===== src/rtl/fetch_pkg.sv =====
// Shared types and constants for the instruction-fetch sequencer and its prefetch queue.
package fetch_pkg;

  localparam int OPCODE_WIDTH = 32;
  localparam int ADDR_WIDTH   = 32;
  localparam logic [ADDR_WIDTH-1:0] PC_STEP = 32'd4;

  typedef enum logic [1:0] {
    ST_IDLE,
    ST_ISSUE,
    ST_WAIT,
    ST_GAP
  } fetch_state_e;

  typedef struct packed {
    logic [OPCODE_WIDTH-1:0] opcode;
    logic [ADDR_WIDTH-1:0]   pc;
  } fetch_entry_t;

  function automatic logic [ADDR_WIDTH-1:0] align_pc(input logic [ADDR_WIDTH-1:0] pc);
    return pc & ~ADDR_WIDTH'(3);
  endfunction

endpackage


===== src/rtl/opcode_fifo.sv =====
// Small FIFO of {opcode, pc} entries with flush; head is read combinationally from the
// register array so a write is visible on the output the cycle after it lands.
module opcode_fifo
  import fetch_pkg::*;
#(
  parameter int DEPTH = 4
) (
  input  logic                       clk,
  input  logic                       rst,
  input  logic                       i_push,
  input  fetch_entry_t               i_data,
  input  logic                       i_pop,
  input  logic                       i_flush,
  output fetch_entry_t               o_head,
  output logic [$clog2(DEPTH):0]     o_count,
  output logic                       o_empty
);

  localparam int PW = (DEPTH > 1) ? $clog2(DEPTH) : 1;
  localparam int CW = $clog2(DEPTH) + 1;

  fetch_entry_t    r_mem [DEPTH];
  logic [PW-1:0]   r_wr_ptr;
  logic [PW-1:0]   r_rd_ptr;
  logic [CW-1:0]   r_count;
  logic            w_do_push;
  logic            w_do_pop;
  logic [DEPTH-1:0] w_we;

  // A push into a full queue is still legal when the head leaves in the same cycle.
  assign w_do_pop  = i_pop && (r_count != '0) && !i_flush;
  assign w_do_push = i_push && !i_flush && ((r_count != CW'(DEPTH)) || w_do_pop);

  for (genvar gi = 0; gi < DEPTH; gi++) begin : g_we
    assign w_we[gi] = w_do_push && (r_wr_ptr == PW'(gi));
  end

  always_ff @(posedge clk or posedge rst) begin
    if (rst) begin
      for (int i = 0; i < DEPTH; i++) begin
        r_mem[i] <= '0;
      end
    end else begin
      for (int i = 0; i < DEPTH; i++) begin
        if (w_we[i]) begin
          r_mem[i] <= i_data;
        end
      end
    end
  end

  always_ff @(posedge clk or posedge rst) begin
    if (rst) begin
      r_wr_ptr <= '0;
      r_rd_ptr <= '0;
      r_count  <= '0;
    end else if (i_flush) begin
      r_wr_ptr <= '0;
      r_rd_ptr <= '0;
      r_count  <= '0;
    end else begin
      if (w_do_push) begin
        r_wr_ptr <= r_wr_ptr + PW'(1);
      end
      if (w_do_pop) begin
        r_rd_ptr <= r_rd_ptr + PW'(1);
      end
      case ({w_do_push, w_do_pop})
        2'b10:   r_count <= r_count + CW'(1);
        2'b01:   r_count <= r_count - CW'(1);
        default: r_count <= r_count;
      endcase
    end
  end

  assign o_head  = r_mem[r_rd_ptr];
  assign o_count = r_count;
  assign o_empty = (r_count == '0);

endmodule


===== src/rtl/fetch_queue.sv =====
// Fetch sequencer: drives the opcode buffer one word at a time, queues completed opcodes
// with their PC, and flushes/restarts on redirect.
module fetch_queue
  import fetch_pkg::*;
#(
  parameter int                    DEPTH    = 4,
  parameter logic [ADDR_WIDTH-1:0] RESET_PC = 32'h0000_0000
) (
  input  logic                    clk,
  input  logic                    reset,
  output logic [ADDR_WIDTH-1:0]   ip,
  output logic                    startLoading,
  input  logic                    busy,
  input  logic [OPCODE_WIDTH-1:0] opcode,
  input  logic                    redirect,
  input  logic [ADDR_WIDTH-1:0]   redirect_pc,
  output logic                    out_valid,
  input  logic                    out_ready,
  output logic [OPCODE_WIDTH-1:0] out_opcode,
  output logic [ADDR_WIDTH-1:0]   out_pc
);

  localparam int CW = $clog2(DEPTH) + 1;
  localparam logic [ADDR_WIDTH-1:0] RESET_IP = align_pc(RESET_PC);

  fetch_state_e          r_state;
  fetch_state_e          w_state_next;
  logic [ADDR_WIDTH-1:0] r_fetch_pc;
  logic [ADDR_WIDTH-1:0] r_ip;
  logic                  r_discard;
  logic                  w_issue;
  logic                  w_complete;
  logic                  w_start;
  logic                  w_push;
  logic                  w_empty;
  logic [CW-1:0]         w_count;
  fetch_entry_t          w_head;
  fetch_entry_t          w_entry;

  // Nothing is in flight while IDLE, so free slots reduce to DEPTH - count there.
  // A redirect seen in IDLE holds off the issue so the next request carries the new PC.
  always_comb begin
    w_state_next = r_state;
    w_issue      = 1'b0;
    w_complete   = 1'b0;
    w_start      = 1'b0;
    case (r_state)
      ST_IDLE: begin
        if ((w_count < CW'(DEPTH)) && !redirect) begin
          w_issue      = 1'b1;
          w_start      = 1'b1;
          w_state_next = ST_ISSUE;
        end
      end
      ST_ISSUE: begin
        w_start = 1'b1;
        if (busy) begin
          w_state_next = ST_WAIT;
        end
      end
      ST_WAIT: begin
        w_start = 1'b1;
        if (!busy) begin
          w_complete   = 1'b1;
          w_state_next = ST_GAP;
        end
      end
      ST_GAP: begin
        w_state_next = ST_IDLE;
      end
      default: begin
        w_state_next = ST_IDLE;
      end
    endcase
  end

  always_ff @(posedge clk or posedge reset) begin
    if (reset) begin
      r_state    <= ST_IDLE;
      r_fetch_pc <= RESET_IP;
      r_ip       <= RESET_IP;
      r_discard  <= 1'b0;
    end else begin
      r_state <= w_state_next;
      if (w_issue) begin
        r_ip <= r_fetch_pc;
      end
      if (redirect) begin
        r_fetch_pc <= align_pc(redirect_pc);
      end else if (w_complete && !r_discard) begin
        r_fetch_pc <= r_fetch_pc + PC_STEP;
      end
      // The buffer cannot abort, so a redirected fetch runs out and its result is dropped.
      if (r_state == ST_GAP) begin
        r_discard <= 1'b0;
      end else if (redirect && ((r_state == ST_ISSUE) || (r_state == ST_WAIT))) begin
        r_discard <= 1'b1;
      end
    end
  end

  assign w_push       = w_complete && !r_discard && !redirect;
  assign w_entry      = '{opcode: opcode, pc: r_ip};
  assign startLoading = w_start && !reset;
  assign ip           = ((r_state == ST_ISSUE) || (r_state == ST_WAIT)) ? r_ip : r_fetch_pc;

  opcode_fifo #(
    .DEPTH (DEPTH)
  ) u_fifo (
    .clk     (clk),
    .rst     (reset),
    .i_push  (w_push),
    .i_data  (w_entry),
    .i_pop   (out_valid && out_ready),
    .i_flush (redirect),
    .o_head  (w_head),
    .o_count (w_count),
    .o_empty (w_empty)
  );

  assign out_valid  = !w_empty;
  assign out_opcode = w_head.opcode;
  assign out_pc     = w_head.pc;

endmodule


===== config.mk =====
export PLATFORM = sky130hd
export DESIGN_NAME = fetch_queue
export DESIGN_NICKNAME = d
export VERILOG_FILES = /design/src/rtl/fetch_pkg.sv /design/src/rtl/opcode_fifo.sv /design/src/rtl/fetch_queue.sv
export SDC_FILE = /design/constraint.sdc
export NUM_CORES = 1
export LEC_CHECK = 0
export BUFFER_PORTS_ARGS = -buffer_cell sky130_fd_sc_hd__buf_4
export CORE_MARGIN = 5
export CORE_UTILIZATION = 40
export CTS_CLUSTER_DIAMETER = 50
export DETAILED_ROUTE_END_ITERATION = 12
export PLACE_DENSITY_LB_ADDON = 0.1
export SLEW_MARGIN = 20
export SYNTH_ARGS = -nofsm -noshare
export SYNTH_HDL_FRONTEND = slang
export SYNTH_HIERARCHICAL = 1
export SYNTH_SLANG_ARGS = --single-unit

===== constraint.sdc =====
create_clock -name clk -period 10.79 [get_ports clk]
set_input_delay 1.079 -clock clk [delete_from_list [all_inputs] [get_ports clk]]
set_output_delay 1.079 -clock clk [all_outputs]
set_load 0.01 [all_outputs]

==> run summary <==
Worst reg2reg startpoint: r_state[0]
Post-cts gate resize count: 0
Slew @ Worst Pin: 1100 ps
Layout net count: 1248
Min Tclk post-route: 4070 ps
Register area share after synthesis: 50.5%
Fillers: 3505
Hold Path End: u_fifo/r_mem[252]
Pwr dens: 233 nW/µm²
Initial antenna violation count: 0
Synth Area in Simple Gates: 5.08%
Io pins: 167
Core Rows: 73
RSZ-0062 raised after global routing: false
Top FF cell, synth: dfrtp_1
Count of different cell masters after synthesis: 56
Vias in the first global route: 9771
Max-cap viol count: 0
Max Slew Vio Count: 0
WHS: 500 ps
Avg Inst Size Synth: 16.0 µm²
Layout cells sized above 1: 53.1%
Post-synthesis mux area share: 36.2%
Final setup fails: 0
Leak: 9.47 nW
DR DRC count: 0
Clock Pin Slew Worst Setup and Hold Paths: 60 ps
Combinational family with the most area after synthesis: multiplexers
Die Area: 44500 µm²
Clk_skew: 20.7 ps
Number of synthesized register bits: 326
Sequential cell area: 8170 µm²
DRT Pass-1 Iters: 5
Share of the synthesized area in the top cell type: 50.5%
Synth Area in Adders: 0.821%
Cell taking the most area after synthesis: dfrtp_1
Post-DP HPWL: 21300 µm
Area of the multi-input gates: 7370 µm²
Post-Synthesis Cells: 1009
Total track usage: 16.2%
IO Port Bufs: 162
Hold Buf Count CTS: 0
GP Congestion: 0.779
R2r endpoint: u_fifo/r_mem[32]
Pin count of the biggest net entering global routing: 123
Number of buffers created by CTS: 43
Most frequent cell after synthesis: dfrtp_1
CP Data Arrival Time: 2990 ps
Async SR Flop Fraction: 100%
Peak supply drop: 0.115 mV
Fraction of the mapped netlist area in compound gates: 2.50%
ANT cells: 0
Crit Path Class: register to primary output
Largest cells by area after synthesis: dfrtp_1 (51%), mux2_4 (22%), mux4_2 (8.9%), mux2_2 (4.8%), buf_12 (1.5%)
Final hold viol count: 0
Routed length per placed instance: 20.9 µm
1st-iter DRT viols: 384
Post-synth EDFFs: 0
Worst slew margin: 25.9%
Syn-to-layout area delta: 18.8%
CTS tree: yes
Die Wd: 211 µm
Bufs on Longest Clock Path: 3
Post-Synth XOR/XNOR Area: 0.759%
Core Footprint: 39800 µm²
First-pass GRT wire length: 57400 µm
Starting density of the core: 40.6%
CP Capture Type: primary output
TritonCTS Sinks: 326
Post-CTS setup buffer count: 0
Yosys warning count: 6
Fmax: 246 MHz
Die Y: 211 µm
Routed Antenna Nets: 0
WHS Path Cells: 1
Cell area after synthesis: 16100 µm²
Outcome: finished, final reports clean
Worst-Skew Late Latency: 560 ps
Hold Path Class: register to register
Worst-path fanout max: 34
Crit share post-route: 37.8%
CTS H-tree lvls: 2
TNS Setup: 0 ps
DR vias: 8952
Worst Reg2Reg Path Length in Cells: 8
DRT Wirelength: 36200 µm
Hold path start: u_fifo/r_mem[252]
Remaining Overflow, GRT: 0
R2R Setup Slk: 7510 ps
CP Data Required Time: 9710 ps
Root Driver: clkbuf_16
Vias/cell: 5.18
Post-synth top cells: dfrtp_1 (326), mux2_4 (240), mux2_2 (69)
CP Launch Type: register
worst max-delay path, stage by stage, from the launching register on:
cell and delay, ps:
dfrtp_4 890, buf_4 730, mux4_2 630, buf_4 170
flip-flops by register name, indices dropped and copies added, names as in the netlist:
signal and flops:
r_state 2, u_fifo/r_mem 256, r_discard 1, r_ip 30, r_fetch_pc 30, u_fifo/r_rd_ptr 2, u_fifo/r_wr_ptr 2, u_fifo/o_count 3
logic make-up after synthesis:
group           after synthesis
buf+inv                      83
flops                       326
xor+xnor                     14
simple gates                138
mux                         376
fa+ha+maj                    10
other cells                   1
compound gates               61
cell type report:
| type | instances | share of cell area [%] |
|---|---|---|
| clock buffer | 53 | 6.28 |
| clock inverter | 27 | 2.27 |
| inverter | 20 | 0.430 |
| multi-input combinational | 609 | 38.4 |
| sequential | 326 | 42.5 |
| tap | 525 | 3.42 |
| timing repair buffer | 169 | 6.63 |
metrics by stage:
step                setup slack (ps)  util, %  std cells  power (W)  area (µm²)
floorplan                       2470        -       1018    0.00233       16200
global placement                6990     44.1       1649    0.00289       17500
detailed placement              6990     44.1       1649    0.00289       17500
CTS                             6560     48.2       1729    0.00455       19200
global route                    6470     48.2       1729    0.00470       19200
finish                          6720     48.2       1729    0.00446       19200
worst max-delay path by stage:
stage	to	cells past startpoint	slack, ps	startpoint
after floorplan	u_fifo/o_count[0]	1	2470	reset
after global placement	u_fifo/r_mem[34]	7	6990	busy
after detailed placement	u_fifo/r_mem[245]	7	6990	busy
after CTS	out_opcode[29]	3	6560	u_fifo/r_rd_ptr[0]
after global routing	out_opcode[29]	3	6470	u_fifo/r_rd_ptr[0]
final	out_opcode[29]	3	6720	u_fifo/r_rd_ptr[0]
report_power, final:
part	internal [W]	switching (W)
Combinational	0.000720	0.000499
Clock	0.00104	0.000573
Sequential	0.00143	0.000204
Total	0.00319	0.00128
layer usage:
metal | global-route usage [%] | wire, µm
met5 | 0 | 0
met4 | 4.94 | 872
met3 | 3.48 | 1610
met2 | 25.2 | 16600
met1 | 23.1 | 17200
placed cells by master (no fill, tap or decap), drive strengths merged, types with 2 or more instances in the layout:
cell type / count
buf: 169
a31oi: 13
o31a: 2
conb: 10
or4: 11
nor2b: 3
mux2i: 3
nor3b: 2
mux2: 309
xor2: 4
nand2: 40
nor2: 26
nand2b: 3
mux4: 64
o21ai: 22
or3: 2
nor3: 7
and2: 2
a311o: 3
clkbuf: 53
bufinv: 10
o31ai: 10
xnor2: 10
nand3: 14
a31o: 3
clkinvlp: 4
nand4: 13
and4: 3
ha: 9
inv: 24
dfrtp: 326
clkinv: 9
o211ai: 2
nor4: 7
Power figures use the tool's default switching activity.
